**config.mk**
```make
export PLATFORM = sky130hd
export DESIGN_NAME = mux_pc_reg_flat
export DESIGN_NICKNAME = d
export VERILOG_FILES = /design/src/rtl/mux_pc_reg_if.sv /design/src/rtl/mux_pc_reg.sv /design/src/flat_wrapper.sv
export SDC_FILE = /design/constraint.sdc
export NUM_CORES = 1
export LEC_CHECK = 0
export ABC_AREA = 0
export CAP_MARGIN = 10
export CORE_UTILIZATION = 39
export DETAILED_ROUTE_END_ITERATION = 8
export HOLD_SLACK_MARGIN = 0.12
export PLACE_DENSITY = 0.89
export SLEW_MARGIN = 20
export SYNTH_ARGS = -nofsm -noshare
export SYNTH_HDL_FRONTEND = slang
export SYNTH_SLANG_ARGS = --single-unit
export TNS_END_PERCENT = 5
```
**constraint.sdc**
```tcl
create_clock -name clk -period 2.2 [get_ports clk]
set_input_delay 0.33 -clock clk [delete_from_list [all_inputs] [get_ports clk]]
set_output_delay 0.33 -clock clk [all_outputs]
set_load 0.03 [all_outputs]
```
**src/rtl/mux_pc_reg_if.sv**
```systemverilog
// Bundle of next-PC sources, control requests and PC status outputs for mux_pc_reg.
interface mux_pc_reg_if #(
  parameter int WIDTH = 32,
  parameter int NSRC  = 4,
  parameter int SEL_W = 2
);
  logic [SEL_W-1:0]      selector;
  logic [NSRC*WIDTH-1:0] data_in;
  logic                  pc_write;
  logic                  exc_req;
  logic                  halt_req;
  logic                  resume;
  logic [WIDTH-1:0]      pc;
  logic [WIDTH-1:0]      pc_plus4;
  logic [WIDTH-1:0]      epc;
  logic                  misalign;
  logic                  halted;

  modport master (
    output selector, data_in, pc_write, exc_req, halt_req, resume,
    input  pc, pc_plus4, epc, misalign, halted
  );

  modport slave (
    input  selector, data_in, pc_write, exc_req, halt_req, resume,
    output pc, pc_plus4, epc, misalign, halted
  );
endinterface

```
**src/rtl/mux_pc_reg.sv**
```systemverilog
// Program counter register with a multiplexed next-PC source, exception and
// misalignment redirect, and a BOOT/RUN/HALTED control FSM.
module mux_pc_reg #(
  parameter int               WIDTH        = 32,
  parameter int               NSRC         = 4,
  parameter int               SEL_W        = 2,
  parameter logic [WIDTH-1:0] RESET_VECTOR = WIDTH'(32'h0000_0000),
  parameter logic [WIDTH-1:0] EXC_VECTOR   = WIDTH'(32'h0000_0080)
) (
  input logic          clk,
  input logic          reset_n,
  mux_pc_reg_if.slave  bus
);

  localparam logic [1:0] S_BOOT   = 2'd0;
  localparam logic [1:0] S_RUN    = 2'd1;
  localparam logic [1:0] S_HALTED = 2'd2;

  logic [1:0]       state_q, state_d;
  logic [WIDTH-1:0] pc_q, pc_d;
  logic [WIDTH-1:0] epc_q, epc_d;
  logic             misalign_q, misalign_d;
  logic [WIDTH-1:0] candidate;

  // Out-of-range selector values fall back to source 0.
  always_comb begin
    candidate = bus.data_in[WIDTH-1:0];
    for (int k = 1; k < NSRC; k++) begin
      if (bus.selector == SEL_W'(k)) begin
        candidate = bus.data_in[k*WIDTH +: WIDTH];
      end
    end
  end

  always_comb begin
    state_d    = state_q;
    pc_d       = pc_q;
    epc_d      = epc_q;
    misalign_d = 1'b0;
    case (state_q)
      S_BOOT: begin
        state_d = S_RUN;
      end
      S_RUN: begin
        if (bus.exc_req) begin
          pc_d  = EXC_VECTOR;
          epc_d = pc_q;
        end else if (bus.pc_write && (candidate[1:0] != 2'b00)) begin
          pc_d       = EXC_VECTOR;
          epc_d      = candidate;
          misalign_d = 1'b1;
        end else if (bus.halt_req) begin
          state_d = S_HALTED;
        end else if (bus.pc_write) begin
          pc_d = candidate;
        end
      end
      S_HALTED: begin
        // An exception wakes the core; resume beats a simultaneous halt_req.
        if (bus.exc_req) begin
          state_d = S_RUN;
          pc_d    = EXC_VECTOR;
          epc_d   = pc_q;
        end else if (bus.resume) begin
          state_d = S_RUN;
        end
      end
      default: begin
        state_d = S_BOOT;
      end
    endcase
  end

  always_ff @(posedge clk or negedge reset_n) begin
    if (!reset_n) begin
      state_q    <= S_BOOT;
      pc_q       <= RESET_VECTOR;
      epc_q      <= '0;
      misalign_q <= 1'b0;
    end else begin
      state_q    <= state_d;
      pc_q       <= pc_d;
      epc_q      <= epc_d;
      misalign_q <= misalign_d;
    end
  end

  assign bus.pc       = pc_q;
  assign bus.pc_plus4 = pc_q + WIDTH'(4);
  assign bus.epc      = epc_q;
  assign bus.misalign = misalign_q;
  assign bus.halted   = (state_q == S_HALTED);

endmodule

```
**src/flat_wrapper.sv**
```systemverilog
// flat-port wrapper written by rule: the top's interface ports become plain ports
module mux_pc_reg_flat 
#(
  parameter int               WIDTH        = 32,
  parameter int               NSRC         = 4,
  parameter int               SEL_W        = 2,
  parameter logic [WIDTH-1:0] RESET_VECTOR = WIDTH'(32'h0000_0000),
  parameter logic [WIDTH-1:0] EXC_VECTOR   = WIDTH'(32'h0000_0080)
)
  (clk, reset_n, bus_selector, bus_data_in, bus_pc_write, bus_exc_req, bus_halt_req, bus_resume, bus_pc, bus_pc_plus4, bus_epc, bus_misalign, bus_halted);
  mux_pc_reg_if #(.WIDTH(WIDTH), .NSRC(NSRC), .SEL_W(SEL_W)) bus_i ();
  input logic clk;
  input logic reset_n;
  input wire logic [$bits(bus_i.selector)-1:0] bus_selector;
  input wire logic [$bits(bus_i.data_in)-1:0] bus_data_in;
  input wire logic [$bits(bus_i.pc_write)-1:0] bus_pc_write;
  input wire logic [$bits(bus_i.exc_req)-1:0] bus_exc_req;
  input wire logic [$bits(bus_i.halt_req)-1:0] bus_halt_req;
  input wire logic [$bits(bus_i.resume)-1:0] bus_resume;
  output wire logic [$bits(bus_i.pc)-1:0] bus_pc;
  output wire logic [$bits(bus_i.pc_plus4)-1:0] bus_pc_plus4;
  output wire logic [$bits(bus_i.epc)-1:0] bus_epc;
  output wire logic [$bits(bus_i.misalign)-1:0] bus_misalign;
  output wire logic [$bits(bus_i.halted)-1:0] bus_halted;
  assign bus_i.selector = bus_selector;
  assign bus_i.data_in = bus_data_in;
  assign bus_i.pc_write = bus_pc_write;
  assign bus_i.exc_req = bus_exc_req;
  assign bus_i.halt_req = bus_halt_req;
  assign bus_i.resume = bus_resume;
  assign bus_pc = bus_i.pc;
  assign bus_pc_plus4 = bus_i.pc_plus4;
  assign bus_epc = bus_i.epc;
  assign bus_misalign = bus_i.misalign;
  assign bus_halted = bus_i.halted;
  mux_pc_reg #(.WIDTH(WIDTH), .NSRC(NSRC), .SEL_W(SEL_W), .RESET_VECTOR(RESET_VECTOR), .EXC_VECTOR(EXC_VECTOR)) u_core (.clk(clk), .reset_n(reset_n), .bus(bus_i));
endmodule
```
Word-level counts from Yosys, hierarchy flattened
Index checks and enable logic that the tools add are counted.

storage, ports and cells
  flip-flop bits (word level) = 67
  bits in latches = 0
  memory bits (writable) = 0
  bits in read-only memories = 0
  output and inout bits = 98
  word-level logic and storage cells = 47
  memories = 0

cells by class
  add/sub/neg operators = 1
  multiply operators = 0
  divide/modulo/power cells = 0
  $lt $le $gt $ge = 0
  eq/ne operators = 13
  shift-type cells = 0
  multiplexer cells = 22
  bitwise gates (word level) = 0
  reductions and logical operators = 7

operators by type and width
  kind                   count
  $mux 32                11
  $pmux 32 s2            2
  $add 32x3->32 const B  1
  $mux 2                 5
  $ne 2x2->1 const B     4
  $ne 4x3->1 const B     2
  $reduce_and 4->1       2
  $eq 2x2->1 const B     3
  $pmux 2 s3             1
  $eq 2x1->1 const B     2
  $reduce_bool 2->1      2
  $mux 1                 3
  $ne 3x2->1 const B     1
  $ne 3x3->1 const B     1
  $reduce_and 3->1       1
  $logic_not 2->1        1
  $logic_and 1x1->1      1

Longest topological paths before layout
Gate-level depths: netlist of the first run.

  depth in word-level cells = 9
  gate-level depth with buffers = 9
  depth with buffers taken out = 7

Worst setup path after synthesis of the first run
No wires, ideal clock.

  kind = register to output
  from = register u_core.pc_q[2], in the netlist u_core.bus.pc[2]
  to = output bus_pc_plus4[16]
  data arrival time = 2112 ps
  required time = 1870 ps
  slack = -242 ps
  cell stages (with the launch flop) = 7
  buffers on the path = 0
  cells stage by stage = dfrtp_1 > ha_1 > nand3_1 > nand2b_1 > nor2_1 > and3_1 > xor2_1

on the way
  cells in the longest elaborated chain, start to end = 1

ends and longest elaborated chain
  element                 line                source
  from (decl)             mux_pc_reg.sv:20    logic [WIDTH-1:0] pc_q, pc_d;
  from (signal assigned)  mux_pc_reg.sv:82    pc_q <= pc_d;
  $add 32x3->32           mux_pc_reg.sv:89    assign bus.pc_plus4 = pc_q + WIDTH'(4);
  to (decl)               flat_wrapper.sv:21  output wire logic [$bits(bus_i.pc_plus4)-1:0] bus_pc_plus4;

No other way between the ends.

Worst setup path in the final report of the first run
  from = register u_core.pc_q[14], in the netlist u_core.bus.pc[14]
  to = output bus_pc_plus4[28]

The elaborated chain is that of the path after synthesis.

==> metrics.cfg, run 1 <==
[status]
status = finished with violations
violations = negative setup slack

[synth]
synth_top_area_cell = dfrtp_1
synthesis.instances = 410
avgSynthCellArea_um2 = 10.2
synth_edf_count = 0
syn_area_um2 = 4200
synthTopCellsByArea = dfrtp_1, mux4_2, nand2_1
synth_flop_cell = dfrtp_1
ys_ff_latch = 67
ys_types = 36
yosysWarnings = 0
syn-num-nets = 550
synthDominantCellAreaShare_pct = 39.9
async_flop_share_pct = 100
ys_seq_area_share_pct = 39.9

[finish]
n_fill_cell = 774
post-route-util_pct = 69.3
antenna_cells = 0
drive_gt1_share_pct = 21.6
areaGrowthSynthToFinish_pct = 71.3
final_cells = 803
fin_nets = 802

[pwr]
seqPwrFrac_pct = 23.4
power_density_nw_per_um2 = 1380
switching_share_pct = 46.1
internal_power_uw = 5340
combPwrFrac_pct = 64.0
peakVddDrop_mv = 0.814
clkPwrFrac_pct = 12.6
p_leak_uw = 0.00297
power.switching_uw = 4560
power.total_uw = 9900

[grt]
grtUsageTotal_pct = 26.9
grt_max_degree = 68
antenna_found_initial = 0
grt_pass1_vias = 4712
grt_first_pass_wirelength_um = 23400
overflow = 0

[sta]
fmax_mhz = 434
slew_violations = 0
rsz0062_at_grt = true
setup_slack_ns = -0.103
holdWs_ns = 0.106
min_period_ns = 2.30
relSlewSlack_pct = 43.7
finalCritPeriodShare_pct = 105
tightest_slew_ns = 0.844
setup_viol = 11
finalClockSkew_ns = 0.00937
hold_violations = 0

[worst_setup_path]
path_class = reg2out
critical_path_arrival_ns = 1.97
path_max_fanout = 4
crit_path_top_delay_cell = dfrtp_1
start_kind = flop
r2r_cells = 5
crit_chain = and4_4 -> and4_4 -> nand4_1 -> nor3_2 -> xor2_2 -> buf_4
crit_top_cell = and4_4
required_ns = 1.87
max_stage_delay_ns = 0.36
endpoint_kind = output pin

[clocking]
numCtsBuffers = 9
root_buffer = clkbuf_8
clk_latency_ns = 0.32
cts.sinks = 67
cts_tree = built
path_clk_slew_ns = 0.08
clockBufferDepth = 2
cts_htree_levels = 3

[die]
die_w_um = 106
rows = 37
dieArea_um2 = 11200
io_pins = 234
fp.coreArea_um2 = 10400
start_util_pct = 40.5
die_h_um = 106

[placement]
place.detailed.hpwl_um = 11400
dpl.cell_count = 784
io_buffers = 233
gp_congestion = 0.858

[drt]
ant_nets = 0
wl_per_cell_um = 18.7
routed-wl-met3_um = 897
drtPass1Iterations = 5
drc = 0
wl_met1_um = 5760
num_vias = 4383
wl_met2_um = 8020
dr.max_layer_used = met4
wl_um = 15000
vias_per_cell = 5.46
first_iter_violations = 197

[hold_path]
min_path_type = in2async

[flow_run]
cap_violations = 0

[stage by stage]
stage / cell area, um^2 / setup WS (ns) / TNS, ns
after global routing: 7190 / -0.242 / -2.21
after CTS: 7160 / -0.121 / -0.939
after global placement: 6830 / 0.0372 / 0
after floorplan: 4260 / -0.154 / -1.22
after detailed placement: 6830 / -0.0338 / -0.264
final: 7190 / -0.103 / -0.568
[cell usage after synthesis (6+ instances only)]
master,number
nor2_1,49
xnor2_1,14
nand3_1,7
o2bb2ai_1,29
buf_4,6
clkbuf_1,12
xor2_1,14
inv_1,6
a31oi_1,32
nand2_1,80
buf_6,8
nand4_1,6
dfrtp_1,67
mux4_2,32
[what timing repair did]
action,CTS,global route
resized for setup,25,8
pin swaps,7,3
setup buffers,3,0
cloned,0,0
endpoints found under the setup margin,22,20
hold buffers,0,0
[kinds of logic after synthesis]
| group | Yosys count | synth area share (%) |
|---|---|---|
| xor gates and xnor gates | 28 | 5.84 |
| muxes | 32 | 17.2 |
| adders and majority gates | 4 | 1.19 |
| buffers and inverters | 37 | 5.42 |
| DFF | 67 | 39.9 |
| AOI/OAI and AO/OA | 72 | 12.7 |
| and+or+nand+nor | 170 | 17.7 |
[layout make-up]
class / count / area (um^2) / area share (%)
timing repair buffer: 272 / 2650 / 36.8
multi-input combinational: 306 / 2430 / 33.8
sequential: 67 / 1680 / 23.3
tap: 136 / 170 / 2.37
clock buffer: 11 / 141 / 1.97
clock inverter: 5 / 100 / 1.39
inverter: 6 / 22.5 / 0.313
[final timing paths]
check	start	endpoint	slack [ns]
worst max-delay path	u_core.bus.pc[14]	bus_pc_plus4[28]	-0.10
worst min-delay path	reset_n	u_core.bus.epc[12]	0.11
worst max register to register	u_core.state_q[0]	u_core.bus.pc[7]	0.30
worst min register to register	u_core.bus.epc[27]	u_core.bus.epc[27]	0.55
max in group asynchronous	reset_n	u_core.bus.pc[25]	1.49
min in group clk	u_core.bus.epc[27]	u_core.bus.epc[27]	0.55
[flip-flops by register name (all words and copies together), names as in the netlist]
register / flops
u_core.bus.misalign: 1
u_core.bus.epc: 32
u_core.bus.pc: 32
u_core.state_q: 2
[routing by layer]
layer  track usage [%]  up-vias
met2              49.1      198
met3              5.19       24
met5                 0        -
met1              30.6     2163
met4              11.3        0
li1                  -     1998
[power groups by stage]
stage	clock network (uW)	registers [uW]	logic, uW
final	1250	2310	6340
after global routing	1310	2390	6640
after CTS	1260	2290	6320
after detailed placement	0	2300	6270
after global placement	0	2270	6110
after floorplan	0	3450	2450
[placed cells by master, fill, tap and decap left out, types with 3 or more instances in the layout]
cell type        synthesis  final
clkdlybuf4s50_1          0    201
nand2_1                 80     79
dfrtp_1                 67     66
buf_4                    6     52
nor2_1                  49     44
mux4_2                  32     32
a31oi_1                 32     32
o2bb2ai_1               29     29
xor2_1                  14     11
clkbuf_8                 0     10
xnor2_1                 14      9
inv_1                    6      6
nand4_1                  6      6
nand3_1                  7      6
buf_6                    8      6
buf_12                   0      6
nor2_2                   0      5
xnor2_2                  0      5
and2_1                   4      4
dlygate4sd2_1            0      4
and4_4                   0      3
nor3_2                   0      3
xor2_2                   0      3
a21oi_1                  3      3
ha_1                     4      3
bufinv_16                0      3
[critical path: cells and delay by family, from the launching register on]
family,cells,cell delay (ns)
simple gates,4,0.95
flops,1,0.36
xor+xnor,1,0.16
buf+inv,1,0.18
Power figures use the tool's default switching activity.
==> run 2, diff against run 1 <==
Settings changed: CELL_PAD_IN_SITES_DETAIL_PLACEMENT from default to 0, CELL_PAD_IN_SITES_GLOBAL_PLACEMENT from default to 2, CORE_UTILIZATION 39 to 22.
==> run 2 against run 1 <==
The run still ends with negative setup slack left; first-iteration DRC count is 9.1% lower; final area is 5.0% higher; sequential share of layout area is 1.1 points lower; worst hold slack better by 0.022 ns; clock skew is 0.0051 ns lower; largest power group unchanged; wire length is 4.6% higher; sequential cell count stayed put; utilization is 29 points lower; register-to-register slack better by 0.05 ns; sequential power is 3% lower.
==> metrics.cfg, run 2 (same netlist as run 1, synthesis figures left out) <==
[pwr]
power.switching_uw = 4560  ; about the same
seqPwrFrac_pct = 22.6  ; -0.8 points
switching_share_pct = 45.7  ; -0.35 points
peakVddDrop_mv = 0.589  ; -28%
clkPwrFrac_pct = 12.6  ; about the same
p_leak_uw = 0.00309  ; +4.1%
internal_power_uw = 5420  ; +1.4%
power_density_nw_per_um2 = 1320  ; -4.0%
combPwrFrac_pct = 64.8  ; +0.8 points

[clocking]
root_buffer = clkbuf_16
clk_latency_ns = 0.32  ; about the same
numCtsBuffers = 9  ; unchanged
cts_hold_buf = 0  ; unchanged
cts_tree = built
cts.sinks = 67  ; unchanged
path_clk_slew_ns = 0.05  ; -0.03 ns
clockBufferDepth = 2  ; unchanged
cts_htree_levels = 3  ; unchanged

[sta]
hold_violations = 0  ; unchanged
finalCritPeriodShare_pct = 105  ; about the same
setup_viol = 7  ; -4
tightest_slew_ns = 0.873  ; +0.0288 ns
fmax_mhz = 435  ; about the same
holdWs_ns = 0.128  ; +0.0217 ns
rsz0062_at_grt = true
setup_slack_ns = -0.101  ; +0.00145 ns
finalClockSkew_ns = 0.00427  ; -0.00510 ns
relSlewSlack_pct = 41.8  ; -1.9 points
fin_setup_tns_ns = -0.445  ; +0.122 ns
slew_violations = 0  ; unchanged
min_period_ns = 2.30  ; -0.00145 ns

[finish]
fin_nets = 814  ; +1.5%
final_common_cell = clkdlybuf4s50_1
antenna_cells = 0  ; unchanged
drive_gt1_share_pct = 23.5  ; +1.9 points
layout_common_cells = clkdlybuf4s50_1, nand2_1, dfrtp_1
seqCellArea_um2 = 1680  ; about the same
multiInputGateArea_um2 = 2500  ; +3.0%
n_fill_cell = 1788  ; +130%
areaGrowthSynthToFinish_pct = 79.8

[worst_setup_path]
crit_top_cell = and4_4
required_ns = 1.87  ; about the same
path_class = reg2out
reg2reg_from = u_core.state_q[0]
r2r-end = u_core.bus.epc[21]
start_kind = flop
path_max_fanout = 3  ; -1
crit_chain = and4_4 -> and4_4 -> nand4_1 -> buf_4 -> nor3_4 -> xor2_2 -> buf_6
critical_path_arrival_ns = 1.97  ; about the same
crit_buf_inv = 2  ; +1
r2r_slack_ns = 0.35  ; +0.05 ns
r2r_cells = 6  ; +1
crit_path_top_delay_cell = dfrtp_1
max_stage_delay_ns = 0.34  ; -0.02 ns
endpoint_kind = output pin
worstSetupStartpoint = u_core.bus.pc[16]
cp_top_family = simple AND/OR/NAND/NOR gates

[grt]
grt_max_degree = 68  ; unchanged
grt_first_pass_wirelength_um = 24900  ; +6.4%
overflow = 0  ; unchanged
grtUsageTotal_pct = 16.4  ; -11 points
grt_pass1_vias = 4646  ; -1.4%
antenna_found_initial = 0  ; unchanged

[drt]
drtPass1Iterations = 4  ; -1
num_vias = 4310  ; -1.7%
drc = 0  ; unchanged
wl_um = 15700  ; +4.6%
ant_nets = 0  ; unchanged
wl_per_cell_um = 17.2  ; -7.7%
vias_per_cell = 4.74  ; -13%
first_iter_violations = 179  ; -9.1%

[flow_run]
cap_violations = 0  ; unchanged

[die]
dieArea_um2 = 19600  ; +76%
die_h_um = 140  ; +33%
rows = 50  ; +35%
die_w_um = 140  ; +33%
fp.coreArea_um2 = 18700  ; +80%
io_pins = 234  ; unchanged
start_util_pct = 22.4  ; -18 points

[hold_path]
min_path_type = in2async

[status]
violations = negative setup slack
status = finished with violations

[placement]
io_buffers = 233  ; unchanged
place_ws_ns = -0.0484  ; -0.0146 ns
gp_congestion = 0.784  ; -8.6%
place.detailed.hpwl_um = 12300  ; +7.7%

[run 2: cell types whose count changed in the layout (fill, tap and decap cells not counted), moves of 3 or more]
cell	before	now
buf_12	6	10
buf_4	52	59
buf_6	6	9
bufinv_16	3	0
clkbuf_16	0	9
clkbuf_8	10	1
nor2_4	0	4
[run 2: worst max-delay path by stage]
stage	endpoint	slack [ns]	depth (start not counted)
floorplan	bus_pc_plus4[21]	-0.15	6
global placement	u_core.bus.epc[22]	0.02	7
detailed placement	u_core.bus.epc[5]	-0.05	7
CTS	bus_pc_plus4[25]	-0.14	7
global route	bus_pc_plus4[27]	-0.21	7
finish	bus_pc_plus4[27]	-0.10	7
[run 2: power groups by stage]
stage	combinational, uW	clock (uW)	sequential, uW
6_report	6470	1260	2250
5_1_grt	6910	1340	2330
4_1_cts	6530	1300	2250
3_5_place_dp	6470	0	2250
2_1_floorplan	2450	0	3450
3_3_place_gp	6370	0	2230
[run 2: cell type report]
cell class / instances / share of cell area, %
clock buffers: 10 / 3.17
clock inverters: 3 / 0.232
inverters: 6 / 0.298
multi-input cells: 306 / 33.2
flip-flops and latches: 67 / 22.2
well taps: 234 / 3.88
repair buffers: 284 / 37.0
[run 2: metrics by stage]
step	utilization (%)	cells	area (um^2)	power (uW)
floorplan	-	410	4260	5900
global placement	37.7	889	7060	8600
detailed placement	37.7	889	7060	8720
CTS	40.0	909	7490	10100
global route	40.4	910	7550	10600
finish	40.4	910	7550	9980
[run 2: metal layers]
layer / GRT usage [%] / wire (um) / up-vias
met5: 0 / 0 / -
met4: 3.82 / 202 / 0
met3: 3.69 / 857 / 15
met2: 30.2 / 8300 / 143
met1: 19.3 / 6320 / 2128
li1: - / - / 2024
[run 2: what timing repair did]
item                       CTS  global route
buffers inserted             7             1
setup endpoints to repair   22            21
pin swaps                   11             4
gates resized for setup     36            10
==> run 3, diff against run 2 <==
--- a/config.mk
+++ b/config.mk
@@ -7,3 +7,3 @@
 export LEC_CHECK = 0
-export ABC_AREA = 0
+export ABC_AREA = 1
 export CAP_MARGIN = 10
@@ -11,6 +11,6 @@
 export CELL_PAD_IN_SITES_GLOBAL_PLACEMENT = 2
-export CORE_UTILIZATION = 22
+export CORE_UTILIZATION = 21
 export DETAILED_ROUTE_END_ITERATION = 8
 export HOLD_SLACK_MARGIN = 0.12
-export PLACE_DENSITY = 0.89
+export PLACE_DENSITY = 0.9
 export SLEW_MARGIN = 20
--- a/constraint.sdc
+++ b/constraint.sdc
@@ -3,2 +3,2 @@
 set_output_delay 0.33 -clock clk [all_outputs]
-set_load 0.03 [all_outputs]
+set_load 0.01 [all_outputs]
==> run 3 against run 2 <==
The flow still finishes with violations (negative setup slack); die area increased by 23%; sequential share of layout area decreased by 3.1 points; worst hold slack improved by 0.35 ns; wire length increased by 43%; utilization decreased by 1.9 points; synthesized cell count increased by 86%; clock skew increased by 0.0045 ns; clock power increased by 19%.
==> metrics.cfg, run 3 <==
[sta]
hold_violations = 0  ; unchanged
slew_violations = 0  ; unchanged
finalClockSkew_ns = 0.00875  ; +0.00448 ns
fin_setup_tns_ns = -1.84  ; -1.39 ns
min_period_ns = 2.38  ; +0.0755 ns
setup_slack_ns = -0.177  ; -0.0755 ns
rsz0062_at_grt = true
fmax_mhz = 421  ; -3.2%
setup_viol = 16  ; +9
tightest_slew_ns = 0.436  ; -0.436 ns
relSlewSlack_pct = 70.9  ; +29 points
holdWs_ns = 0.475  ; +0.347 ns
finalCritPeriodShare_pct = 108  ; +3.4 points

[placement]
gp_congestion = 0.860  ; +9.6%
io_buffers = 233  ; unchanged
dpl.cell_count = 1361  ; +53%
place.detailed.hpwl_um = 17600  ; +43%

[grt]
grt_first_pass_wirelength_um = 34900  ; +40%
grtUsageTotal_pct = 19.0  ; +2.6 points
overflow = 0  ; unchanged
grt_pass1_vias = 6235  ; +34%
grt_max_degree = 47  ; -31%
antenna_found_initial = 1  ; +1

[pwr]
peakVddDrop_mv = 0.419  ; -29%
power_density_nw_per_um2 = 1030  ; -22%
p_leak_uw = 0.00421  ; +36%

[worst_setup_path]
path_max_fanout = 3  ; unchanged
path_class = reg2out
worstSetupStartpoint = u_core.bus.pc[3]
crit_chain = buf_4 -> ha_4 -> nand3_2 -> nor2_4 -> nand3_2 -> nor2_4 -> buf_6 -> nand3_4 -> nor2_2 -> xor2_1 -> buf_2
start_kind = flop
required_ns = 1.87  ; about the same
reg2reg_from = u_core.state_q[0]
max_stage_delay_ns = 0.38  ; +0.04 ns
endpoint_kind = output pin
crit_path_top_delay_cell = dfrtp_1
critical_path_arrival_ns = 2.05  ; +0.08 ns

[status]
violations = negative setup slack
status = finished with violations

[synth]
synthDominantCellAreaShare_pct = 34.0  ; -5.9 points
ys_seq_area_share_pct = 34.0  ; -5.9 points
syn_area_um2 = 4930  ; +17%
ys_ff_latch = 67  ; unchanged
synth.most_common_cell = nand2_1
synth_flop_cell = dfrtp_1
ys_types = 28  ; -22%
async_flop_share_pct = 100  ; unchanged
synth_edf_count = 0  ; unchanged
synthTopCellsByArea = dfrtp_1, nand2_1, nand3_1
syn-num-nets = 901  ; +64%
yosysWarnings = 0  ; unchanged
synth_top_area_cell = dfrtp_1
synthesis.instances = 761  ; +86%
avgSynthCellArea_um2 = 6.48  ; -37%
synth.top_cells.by_count = nand2_1, nor2_1, nand3_1, dfrtp_1, inv_1

[clocking]
clockBufferDepth = 2  ; unchanged
cts_htree_levels = 3  ; unchanged
root_buffer = clkbuf_16
path_clk_slew_ns = 0.06  ; about the same
numCtsBuffers = 9  ; unchanged
cts_tree = built
cts.sinks = 67  ; unchanged
clk_latency_ns = 0.35  ; +0.03 ns

[drt]
ant_nets = 0  ; unchanged
first_iter_violations = 388  ; +120%
vias_per_cell = 4.42  ; -6.6%
num_vias = 6133  ; +42%
wl_um = 22500  ; +43%
drc = 0  ; unchanged
wl_per_cell_um = 16.2  ; -6.0%
drtPass1Iterations = 5  ; +1

[finish]
seqCellArea_um2 = 1680  ; about the same
areaGrowthSynthToFinish_pct = 78.3
final_common_cell = nand2_1
n_fill_cell = 2473  ; +38%
drive_gt1_share_pct = 18.0  ; -5.5 points
fin_nets = 1208  ; +48%
layout_common_cells = nand2_1, clkdlybuf4s50_1, buf_4
multiInputGateArea_um2 = 3030  ; +21%
final_cells = 1387  ; +52%

[die]
dieArea_um2 = 24100  ; +23%
fp.coreArea_um2 = 22800  ; +22%
start_util_pct = 21.6  ; -0.86 points
rows = 55  ; +10%
die_w_um = 155  ; +11%
die_h_um = 155  ; +11%
io_pins = 234  ; unchanged

[hold_path]
hp-start = u_core.bus.epc[28]
min_path_type = reg2reg

[flow_run]
cap_violations = 0  ; unchanged

run 3: path summary, 6_finish.rpt:
path	endpoint	depth (start not counted)	slack [ns]
setup / recovery	bus_pc_plus4[28]	11	-0.18
hold / removal	u_core.bus.epc[28]	2	0.47
setup reg to reg	u_core.bus.pc[13]	10	0.27
hold reg to reg	u_core.bus.epc[28]	2	0.47
max in group asynchronous	u_core.bus.pc[20]	3	1.16
min in group asynchronous	u_core.bus.epc[1]	2	0.48
run 3: layout make-up:
cell class / instances / area share, %
Inverter: 55 / 2.38
Timing Repair Buffer: 346 / 36.2
Tap cell: 313 / 4.45
Antenna cell: 1 / 0.0285
Clock inverter: 7 / 0.868
Multi-Input combinational cell: 589 / 34.4
Clock buffer: 9 / 2.56
Sequential cell: 67 / 19.1
run 3: where the power goes:
group	leakage (uW)	switching (uW)	internal, uW
logic	0.00319	2890	2600
clock network	0.000142	612	883
registers	0.000879	367	1730
run 3: layer usage:
metal / GRT usage, % / vias to the layer above / part of all wire [%]
met4: 4.67 / 0 / 1.9
met3: 4.99 / 28 / 6.9
met2: 33.8 / 196 / 49
li1: - / 3113 / -
met5: 0 / - / 0
met1: 22.7 / 2796 / 42
run 3: repair_timing:
item	4_1_cts	5_1_grt
setup buffers	1	7
pin swaps	7	11
gates resized for setup	103	42
hold endpoints to repair	28	0
setup endpoints to repair	27	81
hold buffers	1	0
run 3: through the flow:
stage                     setup WS [ns]  cell area [um^2]  util [%]  power (uW)
final                            -0.177              8790      38.5        9090
after global routing             -0.277              8790      38.5        9730
after CTS                        -0.202              8660      37.9        9080
after detailed placement         -0.346              8310      36.4        7660
after global placement           -0.279              8310      36.4        7590
after floorplan                  0.0578              4930         -        4400
run 3: kinds of logic after synthesis:
logic type	after synthesis	share of synthesized area, %
DFF	67	34.0
AOI/OAI and AO/OA	116	14.6
adders and majority gates	4	1.02
buffers and inverters	105	8.70
and+or+nand+nor	441	36.7
xor gates and xnor gates	28	4.97
run 3: critical path: cells and delay by family (launching register included):
kind | cells | cell delay [ns]
fa+ha+maj | 1 | 0.13
xor+xnor | 1 | 0.14
simple gates | 6 | 0.63
flops | 1 | 0.38
buf+inv | 3 | 0.42
